`src/rtl/timer_input_ctrl.sv`:
```
// Keypad entry and countdown sequencer for the microwave TimerInput datapath.
// Collects MM:SS BCD digits, loads the countdown once on start, then tracks run, pause, abort and done.
//
//  state   | meaning
//  --------+---------------------------------------------------------------
//  IDLE    | no entry, keypad display, waiting for the first digit
//  ENTRY   | collecting up to four digits, keypad display
//  LOAD    | one-cycle load of the clamped entry into the countdown
//  RUN     | countdown decrementing, countdown display
//  PAUSE   | door open while cooking, countdown held and displayed

module timer_input_ctrl (
    input  logic        clk,
    input  logic        rst_n,
    input  logic        i_key_valid,
    input  logic [3:0]  i_key_code,
    input  logic        i_clear,
    input  logic        i_start,
    input  logic        i_door_closed,
    input  logic        i_timer_zero,
    output logic [15:0] o_entry_bcd,
    output logic [15:0] o_load_value,
    output logic        o_load,
    output logic        o_sel,
    output logic        o_run_en,
    output logic        o_done,
    output logic [2:0]  o_state
);

    typedef enum logic [2:0] {
        S_IDLE  = 3'd0,
        S_ENTRY = 3'd1,
        S_LOAD  = 3'd2,
        S_RUN   = 3'd3,
        S_PAUSE = 3'd4
    } state_t;

    state_t      r_state;
    state_t      w_state_nxt;
    logic [15:0] r_entry;
    logic [15:0] w_entry_nxt;
    logic [2:0]  r_count;
    logic [2:0]  w_count_nxt;
    logic [15:0] r_load_value;
    logic        r_load;
    logic        r_sel;
    logic        r_run_en;
    logic        r_done;
    logic        w_done_nxt;
    logic        w_is_digit;
    logic [15:0] w_clamped;

    assign w_is_digit = i_key_valid && (i_key_code <= 4'd9);

    // Seconds above 59 are shown as 59; minutes pass through untouched.
    assign w_clamped = (r_entry[7:4] > 4'd5) ? {r_entry[15:8], 8'h59} : r_entry;

    always_ff @(posedge clk or negedge rst_n) begin
        if (!rst_n) begin
            r_state <= S_IDLE;
        end else begin
            r_state <= w_state_nxt;
        end
    end

    always_comb begin
        w_state_nxt = r_state;
        w_entry_nxt = r_entry;
        w_count_nxt = r_count;
        w_done_nxt  = 1'b0;
        case (r_state)
            S_IDLE: begin
                w_entry_nxt = '0;
                w_count_nxt = '0;
                if (!i_clear && !i_start && w_is_digit) begin
                    w_entry_nxt = {12'h000, i_key_code};
                    w_count_nxt = 3'd1;
                    w_state_nxt = S_ENTRY;
                end
            end
            S_ENTRY: begin
                if (i_clear) begin
                    w_entry_nxt = '0;
                    w_count_nxt = '0;
                    w_state_nxt = S_IDLE;
                end else if (i_start) begin
                    if (i_door_closed && (r_entry != 16'h0000)) begin
                        w_state_nxt = S_LOAD;
                    end
                end else if (w_is_digit && (r_count < 3'd4)) begin
                    w_entry_nxt = {r_entry[11:0], i_key_code};
                    w_count_nxt = r_count + 3'd1;
                end
            end
            S_LOAD: begin
                w_state_nxt = S_RUN;
            end
            S_RUN: begin
                // Completion outranks both abort and door-open in the same cycle.
                if (i_timer_zero) begin
                    w_entry_nxt = '0;
                    w_count_nxt = '0;
                    w_done_nxt  = 1'b1;
                    w_state_nxt = S_IDLE;
                end else if (i_clear) begin
                    w_entry_nxt = '0;
                    w_count_nxt = '0;
                    w_state_nxt = S_IDLE;
                end else if (!i_door_closed) begin
                    w_state_nxt = S_PAUSE;
                end
            end
            S_PAUSE: begin
                if (i_clear) begin
                    w_entry_nxt = '0;
                    w_count_nxt = '0;
                    w_state_nxt = S_IDLE;
                end else if (i_start && i_door_closed) begin
                    w_state_nxt = S_RUN;
                end
            end
            default: begin
                w_entry_nxt = '0;
                w_count_nxt = '0;
                w_state_nxt = S_IDLE;
            end
        endcase
    end

    // Outputs are registered from the next state so they line up with o_state.
    always_ff @(posedge clk or negedge rst_n) begin
        if (!rst_n) begin
            r_entry      <= '0;
            r_count      <= '0;
            r_load_value <= '0;
            r_load       <= 1'b0;
            r_sel        <= 1'b0;
            r_run_en     <= 1'b0;
            r_done       <= 1'b0;
        end else begin
            r_entry  <= w_entry_nxt;
            r_count  <= w_count_nxt;
            r_load   <= (w_state_nxt == S_LOAD);
            r_sel    <= (w_state_nxt == S_LOAD) || (w_state_nxt == S_RUN) || (w_state_nxt == S_PAUSE);
            r_run_en <= (w_state_nxt == S_RUN);
            r_done   <= w_done_nxt;
            if (w_state_nxt == S_LOAD) begin
                r_load_value <= w_clamped;
            end
        end
    end

    assign o_entry_bcd  = r_entry;
    assign o_load_value = r_load_value;
    assign o_load       = r_load;
    assign o_sel        = r_sel;
    assign o_run_en     = r_run_en;
    assign o_done       = r_done;
    assign o_state      = r_state;

endmodule

```
`config.mk`:
```
export PLATFORM = sky130hd
export DESIGN_NAME = timer_input_ctrl
export DESIGN_NICKNAME = d
export VERILOG_FILES = /design/src/rtl/timer_input_ctrl.sv
export SDC_FILE = /design/constraint.sdc
export NUM_CORES = 1
export LEC_CHECK = 0
export BUFFER_PORTS_ARGS = -buffer_cell sky130_fd_sc_hd__buf_2
export CORE_UTILIZATION = 40
export CTS_BUF_LIST = sky130_fd_sc_hd__clkbuf_4 sky130_fd_sc_hd__clkbuf_8
export CTS_CLUSTER_SIZE = 12
export DETAILED_ROUTE_END_ITERATION = 7
export HOLD_SLACK_MARGIN = 0.05
export PLACE_DENSITY = 0.64
export SLEW_MARGIN = 5
export SYNTH_ARGS = -nofsm -noshare
export SYNTH_HDL_FRONTEND = slang
export SYNTH_SLANG_ARGS = --single-unit
```
`constraint.sdc`:
```
create_clock -name clk -period 2.8 [get_ports clk]
set_input_delay 0.42 -clock clk [delete_from_list [all_inputs] [get_ports clk]]
set_output_delay 0.42 -clock clk [all_outputs]
set_load 0.02 [all_outputs]
```
==> run summary, run 1 <==
run status = completed
CP max FO = 18
Final setup viols = 0
clk slew on worst S/H paths = 0.08 ns
Post-CTS Repair Setup Buffers = 0
DP Area = 2040 um2
starting density of the core = 42.0%
worst rel slew slack = 38.9%
Net Count, Synth = 154
sw power = 274 uW
Critical Path Slowest Stage Cell = a21bo_1
crit path kind = flop to flop
antenna violations before repair = 0
fin util = 49.1%
post-synth top area share = 57.1%
# diodes = 0
commonest non-fill, non-tap cells in the layout = buf_2, dfrtp_1, a22o_1, mux2_2
peak supply drop = 0.000275 V
RSZ-0062 raised after global routing = false
most common cell after layout, fill and taps aside = buf_2
Core Box Area = 4380 um2
number of buffers created by CTS = 5
CTS Sinks = 42
Slew @ Worst Pin = 0.917 ns
Starting DRT DRC Count = 105
Cell Pwr Density = 561 nW/um2
CP Cell Sequence = nor4b_1 -> a21oi_1 -> a21bo_1 -> a22o_1
Overall Global Routing Usage = 16.3%
Post-Syn Instances = 142
maxcap violations = 0
synthesized flop and latch total = 42
Syn Area/Cell = 13.0 um2
warnings from Yosys = 0
Syn Std Cell Area = 1840 um2
post-synthesis compound-gate area fraction = 13.7%
share of cells above drive strength 1 = 41.1%
final setup skew = 0.00450 ns
Post-Synth XOR/XNOR Area = 0%
Slew Limit Fails = 0
crit path time final = 1.94 ns
Setup crit end kind = flop
Root Buffer = clkbuf_8
grt total ovfl = 0
top post-synthesis cells by area = dfrtp_1, a22o_1, mux2_2
register share of total power = 52.2%
number of hold buffers added after cts = 0
post-route design area = 2150 um2
htree depth = 2
global-route wire length before repair = 6150 um
DRC Markers = 0
Fin. Hold Viols = 0
Initial DRT Pass Iterations = 4
CTS tree = done
gpl congestion = 0.794
Synth Area in Simple Gates = 11.7%
Worst Setup Start Kind = flop
Longest Clk Path Bufs = 2
DR vias = 1307
Max Freq = 0.515 GHz
Die X = 69.8 um
CP arrival = 2.17 ns
Pwr Total = 1.21 mW
antenna violation net count after detailed routing = 0
largest net degree at the start of global routing = 43
post_cts resized = 0
Post-Route Setup TNS = 0 ns
total I/O pin count = 50
Unique masters post-synth = 37
Worst-Skew Late Latency = 0.29 ns
adder-cell area share of the yosys netlist = 0.680%
fill cell count = 394
clock share of power = 39.9%
Synth area leader = dfrtp_1
post-synthesis mux area share = 9.86%
Post-DP HPWL = 2590 um
combinational share of power = 7.9%
# nets final = 197
routed wire length per instance = 15.6 um
switching share of power = 22.7%
Layout area overhead = 17.1%
main combinational cell family by area after synthesis = compound AO/OA/AOI/OAI gates
hold_ws = 0.262 ns
storage element area = 1050 um2
Internal = 935 uW
die area = 4870 um2
CP required = 3.03 ns
leakage = 1.23 nW
Vias per Instance = 5.51
Hold/Removal Path Class = input port to async pin
IO buf count = 49
number of global-route vias before repair = 1247
Slowest Stage Delay on Critical Path = 0.56 ns
Die Ht = 69.8 um
Rows = 24
final wirelength = 3710 um
Final period util = 69.3%
Multi-input gate area = 662 um2
post-synthesis sequential area ratio = 57.1%
## kinds of logic after synthesis
logic type,count (synthesis)
flops,42
compound gates,33
simple gates,33
buf+inv,18
mux,15
fa+ha+maj,1
## power groups by stage
stage               Sequential, mW  Clock, mW  Combinational (mW)
floorplan                    0.653          0              0.0501
global placement             0.642          0              0.0926
detailed placement           0.643          0              0.0957
CTS                          0.632      0.493              0.0960
global route                 0.633      0.521               0.105
finish                       0.632      0.482              0.0951
## stage by stage
step | worst slack [ns] | cells
after detailed placement | 0.888 | 230
after floorplan | 1.12 | 142
after CTS | 0.877 | 237
after global routing | 0.729 | 237
final | 0.859 | 237
after global placement | 0.938 | 230
## final cells by class
class                      instances  share of cell area (%)
timing repair buffer              49                    11.4
clock inverter                     1                    1.39
multi-input combinational         82                    30.7
inverter                           5                   0.871
sequential                        42                    48.8
clock buffer                       6                    3.83
tap                               52                    3.02
## cell usage after synthesis
cell / number
nand3_4: 1
mux2_4: 4
buf_8: 1
and2_4: 1
nor2b_1: 1
mux2_2: 9
o21ai_0: 3
dfrtp_1: 42
inv_1: 5
a21bo_1: 1
buf_2: 2
and3_1: 3
o211ai_1: 1
a21oi_1: 3
ha_1: 1
buf_4: 8
nand2b_1: 3
mux2i_1: 2
a21bo_2: 1
a22oi_1: 1
and2_1: 1
o21ai_1: 2
nand2_1: 6
and2_2: 1
nor3_2: 1
or2_2: 1
nor4_1: 4
and3b_1: 1
nor4b_1: 2
a31oi_1: 2
nor3b_1: 1
nor2_1: 4
nor3b_2: 1
buf_6: 2
nand4_1: 1
a21boi_0: 1
a22o_1: 18
## registers in the layout, indices dropped and copies added (netlist names)
register / flops
o_sel: 1
o_load: 1
o_done: 1
o_state: 3
o_run_en: 1
r_count: 3
o_entry_bcd: 16
o_load_value: 16
## routing by layer
metal	part of all wire [%]	vias up	track usage, %
met5	0	-	0
met4	2.0	0	9.78
met3	5.2	7	3.63
met2	49	51	24.6
met1	44	653	21.3
li1	-	596	-
## worst max-delay path: cells and delay by family (launching register included)
kind             cells  cell delay, ns
AO/OA/AOI/OAI        3            0.92
AND/OR/NAND/NOR      1            0.44
flip-flops           1            0.51
## path summary, 6_finish.rpt
kind	to	startpoint	slack (ns)	cells after the start
hold / removal	o_load_value[11]$_DFFE_PN0P_	rst_n	0.26	1
setup reg to reg	r_count[1]$_DFFE_PN0P_	o_state[0]$_DFF_PN0_	0.86	4
hold reg to reg	o_load_value[7]$_DFFE_PN0P_	o_load_value[7]$_DFFE_PN0P_	0.48	1
min in group clk	o_entry_bcd[0]$_DFFE_PN0P_	i_key_code[0]	0.34	2
setup / recovery	r_count[1]$_DFFE_PN0P_	o_state[0]$_DFF_PN0_	0.86	4
max in group asynchronous	o_load_value[7]$_DFFE_PN0P_	rst_n	1.97	1
(Power assumes the default switching activity.)
==> run 2, diff against run 1 <==
PLACE_DENSITY = 0.66   (was 0.64)
clock period = 1.65 ns   (was 2.8 ns; I/O delays follow)
==> run summary, run 2 (synthesis gave the netlist of run 1 again) <==
crit path time final = 1.69 ns (was 1.94 ns)
Initial DRT Pass Iterations = 4 (unchanged)
pre-CTS WS = -0.0621 ns (was 0.888 ns)
commonest non-fill, non-tap cells in the layout = buf_2, dfrtp_1, buf_4, a22o_1, mux2_4 (was buf_2, dfrtp_1, a22o_1, mux2_2)
# nets final = 224 (was 197)
Longest Clk Path Bufs = 2 (unchanged)
Overall Global Routing Usage = 19.3% (was 16.3%)
peak supply drop = 0.000374 V (was 0.000275 V)
Slew Limit Fails = 0 (unchanged)
post-route design area = 2440 um2 (was 2150 um2)
CP arrival = 1.86 ns (was 2.17 ns)
Slowest Stage Delay on Critical Path = 0.40 ns (was 0.56 ns)
Hold/Removal Path Class = input port to flop (was input port to async pin)
leakage = 1.41 nW (was 1.23 nW)
grt total ovfl = 0 (unchanged)
CP Cell Sequence = nor4_2 -> nand4_1 -> buf_4 -> nand3_4 -> mux2_4 (was nor4b_1 -> a21oi_1 -> a21bo_1 -> a22o_1)
RSZ-0062 raised after global routing = true (was false)
Final period util = 102% (was 69.3%)
number of buffers created by CTS = 5 (unchanged)
Core Box Area = 4380 um2 (unchanged)
htree depth = 2 (unchanged)
routed wire length per instance = 16.9 um (was 15.6 um)
PnR worst setup slack = -0.0382 ns (was 0.859 ns)
CTS Sinks = 42 (unchanged)
final setup skew = 0.00832 ns (was 0.00450 ns)
CP required = 1.82 ns (was 3.03 ns)
IO buf count = 49 (unchanged)
starting density of the core = 42.0% (unchanged)
Vias per Instance = 5.34 (was 5.51)
DRC Markers = 0 (unchanged)
final wirelength = 4490 um (was 3710 um)
reg-to-reg setup timing slack = -0.04 ns (was 0.86 ns)
share of cells above drive strength 1 = 51.6% (was 41.1%)
Reg2Reg Depth = 5 (was 4)
CTS tree = done (unchanged)
run status = complete, but fails checks (was completed)
failing checks = negative setup slack
Reg2Reg Launch Point = o_entry_bcd[3]$_DFFE_PN0P_ (was o_state[0]$_DFF_PN0_)
Starting DRT DRC Count = 102 (was 105)
Slew @ Worst Pin = 0.521 ns (was 0.917 ns)
total I/O pin count = 50 (unchanged)
RR Endpoint = o_load_value[5]$_DFFE_PN0P_ (was r_count[1]$_DFFE_PN0P_)
crit path kind = flop to flop (unchanged)
number of global-route vias before repair = 1443 (was 1247)
Post-Route Setup TNS = -0.213 ns (was 0 ns)
Worst-Skew Late Latency = 0.29 ns (about the same)
Layout area overhead = 32.9% (was 17.1%)
Critical Path Slowest Stage Cell = dfrtp_1 (was a21bo_1)
Max Freq = 0.592 GHz (was 0.515 GHz)
Cell Pwr Density = 857 nW/um2 (was 561 nW/um2)
maxcap violations = 0 (unchanged)
Worst Setup Start Kind = flop (unchanged)
Rows = 24 (unchanged)
DP Area = 2220 um2 (was 2040 um2)
Die Ht = 69.8 um (unchanged)
# diodes = 0 (unchanged)
cell family with most CP delay = simple AND/OR/NAND/NOR gates (was compound AO/OA/AOI/OAI gates)
largest net degree at the start of global routing = 43 (unchanged)
Crit path buffers/inverters = 1 (was 0)
Final setup viols = 8 (was 0)
antenna violations before repair = 0 (unchanged)
most common cell after layout, fill and taps aside = buf_2 (unchanged)
Die X = 69.8 um (unchanged)
DR vias = 1414 (was 1307)
Setup crit end kind = flop (unchanged)
Root Buffer = clkbuf_8 (unchanged)
worst hold start = i_key_code[1]
CP max FO = 8 (was 18)
global-route wire length before repair = 7200 um (was 6150 um)
Fin. Hold Viols = 0 (unchanged)
Hold EP = o_entry_bcd[1]$_DFFE_PN0P_
clk slew on worst S/H paths = 0.07 ns (was 0.08 ns)
gpl congestion = 0.855 (was 0.794)
worst rel slew slack = 65.3% (was 38.9%)
Post-DP HPWL = 3030 um (was 2590 um)
antenna violation net count after detailed routing = 0 (unchanged)
die area = 4870 um2 (unchanged)
Hold Path Depth = 2
[run 2: worst max-delay path by stage]
stage                                           start                           end  slack [ns]  cells past startpoint
after CTS                        o_state[1]$_DFF_PN0_   o_entry_bcd[13]$_DFFE_PN0P_        0.03                      5
after global routing       o_entry_bcd[3]$_DFFE_PN0P_   o_load_value[1]$_DFFE_PN0P_       -0.11                      6
after global placement     o_entry_bcd[8]$_DFFE_PN0P_   o_load_value[4]$_DFFE_PN0P_       0.006                      4
final                      o_entry_bcd[3]$_DFFE_PN0P_   o_load_value[5]$_DFFE_PN0P_       -0.04                      5
after detailed placement  o_entry_bcd[15]$_DFFE_PN0P_   o_load_value[5]$_DFFE_PN0P_       -0.06                      4
after floorplan                  o_state[1]$_DFF_PN0_  o_load_value[12]$_DFFE_PN0P_        0.01                      5
[run 2: stage by stage]
step           util, %  hold slack (ns)  total power, mW  instances
3_3_place_gp      50.6            0.341             1.27        253
4_1_cts           54.3            0.172             2.12        265
3_5_place_dp      50.6            0.343             1.28        253
5_1_grt           55.7            0.175             2.18        265
2_1_floorplan        -          -0.0481             1.19        142
6_report          55.7            0.191             2.10        265
[run 2: worst reg2reg max path: cells and delay by family, from the launching register on]
family	cells	cell delay, ns
buffers and inverters	1	0.19
flip-flops	1	0.40
multiplexers	1	0.33
AND/OR/NAND/NOR	3	0.65
[run 2: per-layer routing]
layer  vias up  track usage, %  share of wire, %
li1        651               -                 -
met1       707            25.6                45
met2        44            29.7                49
met3        12            5.23               3.3
met4         0            8.22               2.6
met5         -               0                 0
[run 2: cell type report]
| cell class | count | area (um2) |
|---|---|---|
| fillers | 372 | 1940 |
| flip-flops and latches | 42 | 1050 |
| multi-input cells | 83 | 742 |
| repair buffers | 75 | 450 |
| clock buffers | 7 | 83.8 |
| well taps | 52 | 65.1 |
| clock inverters | 1 | 30.0 |
| inverters | 5 | 18.8 |
[run 2: power by group]
| part | internal (mW) | leakage [nW] | switching [mW] |
|---|---|---|---|
| registers | 1.05 | 0.573 | 0.0194 |
| clock network | 0.485 | 0.0593 | 0.330 |
| logic | 0.0803 | 0.778 | 0.130 |
| total | 1.62 | 1.41 | 0.480 |
[run 2: what timing repair did]
action / 4_1_cts / 5_1_grt
gates cloned: 1 / 0
buffers inserted: 2 / 0
hold buffers: 1 / 0
setup endpoints to repair: 15 / 36
pin swaps: 2 / 2
resized for setup: 2 / 15
hold endpoints to repair: 42 / 0
==> run 3, diff against run 2 <==
CORE_ASPECT_RATIO = 1.75   (was not set)
==> run summary, run 3 (synthesis gave the netlist of run 1 again) <==
sw power = 475 uW (was 480 uW)
global-route wire length before repair = 7220 um (was 7200 um)
Worst-Skew Late Latency = 0.29 ns (about the same)
Hold/Removal Path Class = input port to flop (unchanged)
number of global-route vias before repair = 1514 (was 1443)
Root Buffer = clkbuf_8 (unchanged)
Initial DRT Pass Iterations = 5 (was 4)
number of buffers created by CTS = 5 (unchanged)
final wirelength = 4330 um (was 4490 um)
register share of total power = 52.5% (was 51.0%)
most common cell after layout, fill and taps aside = buf_2 (unchanged)
maxcap violations = 0 (unchanged)
Final setup viols = 5 (was 8)
routed wire length per instance = 16.2 um (was 16.9 um)
Internal = 1.56 mW (was 1.62 mW)
htree depth = 2 (unchanged)
Vias per Instance = 5.23 (was 5.34)
failing checks = negative setup slack (unchanged)
Max Freq = 0.602 GHz (was 0.592 GHz)
Worst Setup Start Kind = flop (unchanged)
peak supply drop = 0.000549 V (was 0.000374 V)
Critical Path Slowest Stage Cell = dfrtp_1 (unchanged)
Starting DRT DRC Count = 15 (was 102)
CP arrival = 1.84 ns (was 1.86 ns)
# diodes = 0 (unchanged)
Die Ht = 91.7 um (was 69.8 um)
crit path kind = flop to flop (unchanged)
Cell Count, Final, Fillers Out = 268 (was 265)
Slowest Stage Delay on Critical Path = 0.42 ns (was 0.40 ns)
Setup crit end kind = flop (unchanged)
Post-Route Setup TNS = -0.0321 ns (was -0.213 ns)
CP max FO = 10 (was 8)
CTS Sinks = 42 (unchanged)
total I/O pin count = 50 (unchanged)
Longest Clk Path Bufs = 2 (unchanged)
grt total ovfl = 0 (unchanged)
Overall Global Routing Usage = 20.6% (was 19.3%)
# nets final = 228 (was 224)
commonest non-fill, non-tap cells in the layout = buf_2, dfrtp_1, buf_4, a22o_1, mux2_2 (was buf_2, dfrtp_1, buf_4, a22o_1, mux2_4)
DRC Markers = 0 (unchanged)
leakage = 1.42 nW (was 1.41 nW)
switching share of power = 23.3% (was 22.9%)
clk slew on worst S/H paths = 0.07 ns (about the same)
Layout area overhead = 34.3% (was 32.9%)
worst rel slew slack = 66.0% (was 65.3%)
share of cells above drive strength 1 = 53.0% (was 51.6%)
Fin. Hold Viols = 0 (unchanged)
pre-CTS WS = -0.132 ns (was -0.0621 ns)
Rows = 32 (was 24)
starting density of the core = 41.8% (was 42.0%)
clock share of power = 37.0% (was 38.9%)
die area = 4880 um2 (was 4870 um2)
DR vias = 1401 (was 1414)
largest net degree at the start of global routing = 23 (was 43)
PnR worst setup slack = -0.0114 ns (was -0.0382 ns)
fin util = 56.1% (was 55.7%)
Cell Pwr Density = 823 nW/um2 (was 857 nW/um2)
antenna violations before repair = 0 (unchanged)
CP required = 1.83 ns (was 1.82 ns)
gpl congestion = 0.773 (was 0.855)
Slew Limit Fails = 0 (unchanged)
crit path time final = 1.66 ns (was 1.69 ns)
final setup skew = 0.00312 ns (was 0.00832 ns)
Post-DP HPWL = 3210 um (was 3030 um)
antenna violation net count after detailed routing = 0 (unchanged)
run status = complete, but fails checks (unchanged)
combinational share of power = 10.5% (was 10.1%)
IO buf count = 49 (unchanged)
Core Box Area = 4400 um2 (was 4380 um2)
DP Cell Count = 253 (unchanged)
Slew @ Worst Pin = 0.509 ns (was 0.521 ns)
CP Cell Sequence = nor4_4 -> nand4_1 -> nand3_4 -> buf_12 -> mux2_2 (was nor4_2 -> nand4_1 -> buf_4 -> nand3_4 -> mux2_4)
Final period util = 101% (was 102%)
RSZ-0062 raised after global routing = true (unchanged)
Die X = 53.3 um (was 69.8 um)
CTS tree = done (unchanged)
## run 3: cell types whose count changed in the layout (fill, tap and decap cells not counted), moves of 3 or more
cell      change
clkbuf_8      +3
mux2_4        -9
nor4_2        -3
mux2_2        +9
buf_4         +3
## run 3: repair_timing
| item | 4_1_cts | 5_1_grt |
|---|---|---|
| gates cloned | 0 | 0 |
| endpoints found under the setup margin | 16 | 35 |
| endpoints found under the hold margin | 20 | 0 |
| buffers inserted | 4 | 2 |
| gates resized for setup | 4 | 7 |
| pin swaps | 3 | 4 |
| hold buffers | 1 | 0 |
## run 3: routing by layer
| metal | track usage [%] | part of all wire [%] | wire [um] | up-vias |
|---|---|---|---|---|
| met4 | 8.11 | 1.7 | 73 | 0 |
| met2 | 37.3 | 57 | 2450 | 30 |
| met1 | 22.3 | 39 | 1690 | 713 |
| met3 | 3.48 | 2.6 | 114 | 6 |
| li1 | - | - | - | 652 |
| met5 | 0 | 0 | 0 | - |
## run 3: path summary, 6_finish.rpt
check	startpoint	cells past startpoint	to	slack, ns
setup / recovery	o_entry_bcd[12]$_DFFE_PN0P_	5	o_load_value[3]$_DFFE_PN0P_	-0.01
hold / removal	i_key_code[0]	2	o_entry_bcd[0]$_DFFE_PN0P_	0.19
setup reg to reg	o_entry_bcd[12]$_DFFE_PN0P_	5	o_load_value[3]$_DFFE_PN0P_	-0.01
hold reg to reg	o_load_value[7]$_DFFE_PN0P_	1	o_load_value[7]$_DFFE_PN0P_	0.49
max in group asynchronous	rst_n	3	o_entry_bcd[4]$_DFFE_PN0P_	0.64
min in group asynchronous	rst_n	2	r_count[0]$_DFFE_PN0P_	0.46
## run 3: worst max-delay path, delay by kind of cell, from the launching register on
family / cells / cell delay [ns]
muxes: 1 / 0.34
buffers and inverters: 1 / 0.14
and+or+nand+nor: 3 / 0.65
DFF: 1 / 0.42
## run 3: through the flow
step / hold WS, ns / cell area, um2 / power, mW
after floorplan: -0.0481 / 1840 / 1.19
after global placement: 0.234 / 2240 / 1.28
after detailed placement: 0.244 / 2240 / 1.29
after CTS: 0.172 / 2420 / 2.05
after global routing: 0.189 / 2470 / 2.11
final: 0.187 / 2470 / 2.03
## run 3: area by class of cell
type / instances / area, um2
well taps: 51 / 63.8
repair buffers: 80 / 513
flip-flops and latches: 42 / 1050
clock buffers: 8 / 110
multi-input cells: 82 / 711
fillers: 381 / 1930
inverters: 5 / 18.8
## run 3: power by group through the flow
| stage | registers, mW | logic (mW) | clock network [mW] |
|---|---|---|---|
| floorplan | 1.11 | 0.0852 | 0 |
| global placement | 1.09 | 0.194 | 0 |
| detailed placement | 1.09 | 0.200 | 0 |
| CTS | 1.07 | 0.206 | 0.775 |
| global route | 1.07 | 0.233 | 0.809 |
| finish | 1.07 | 0.213 | 0.753 |
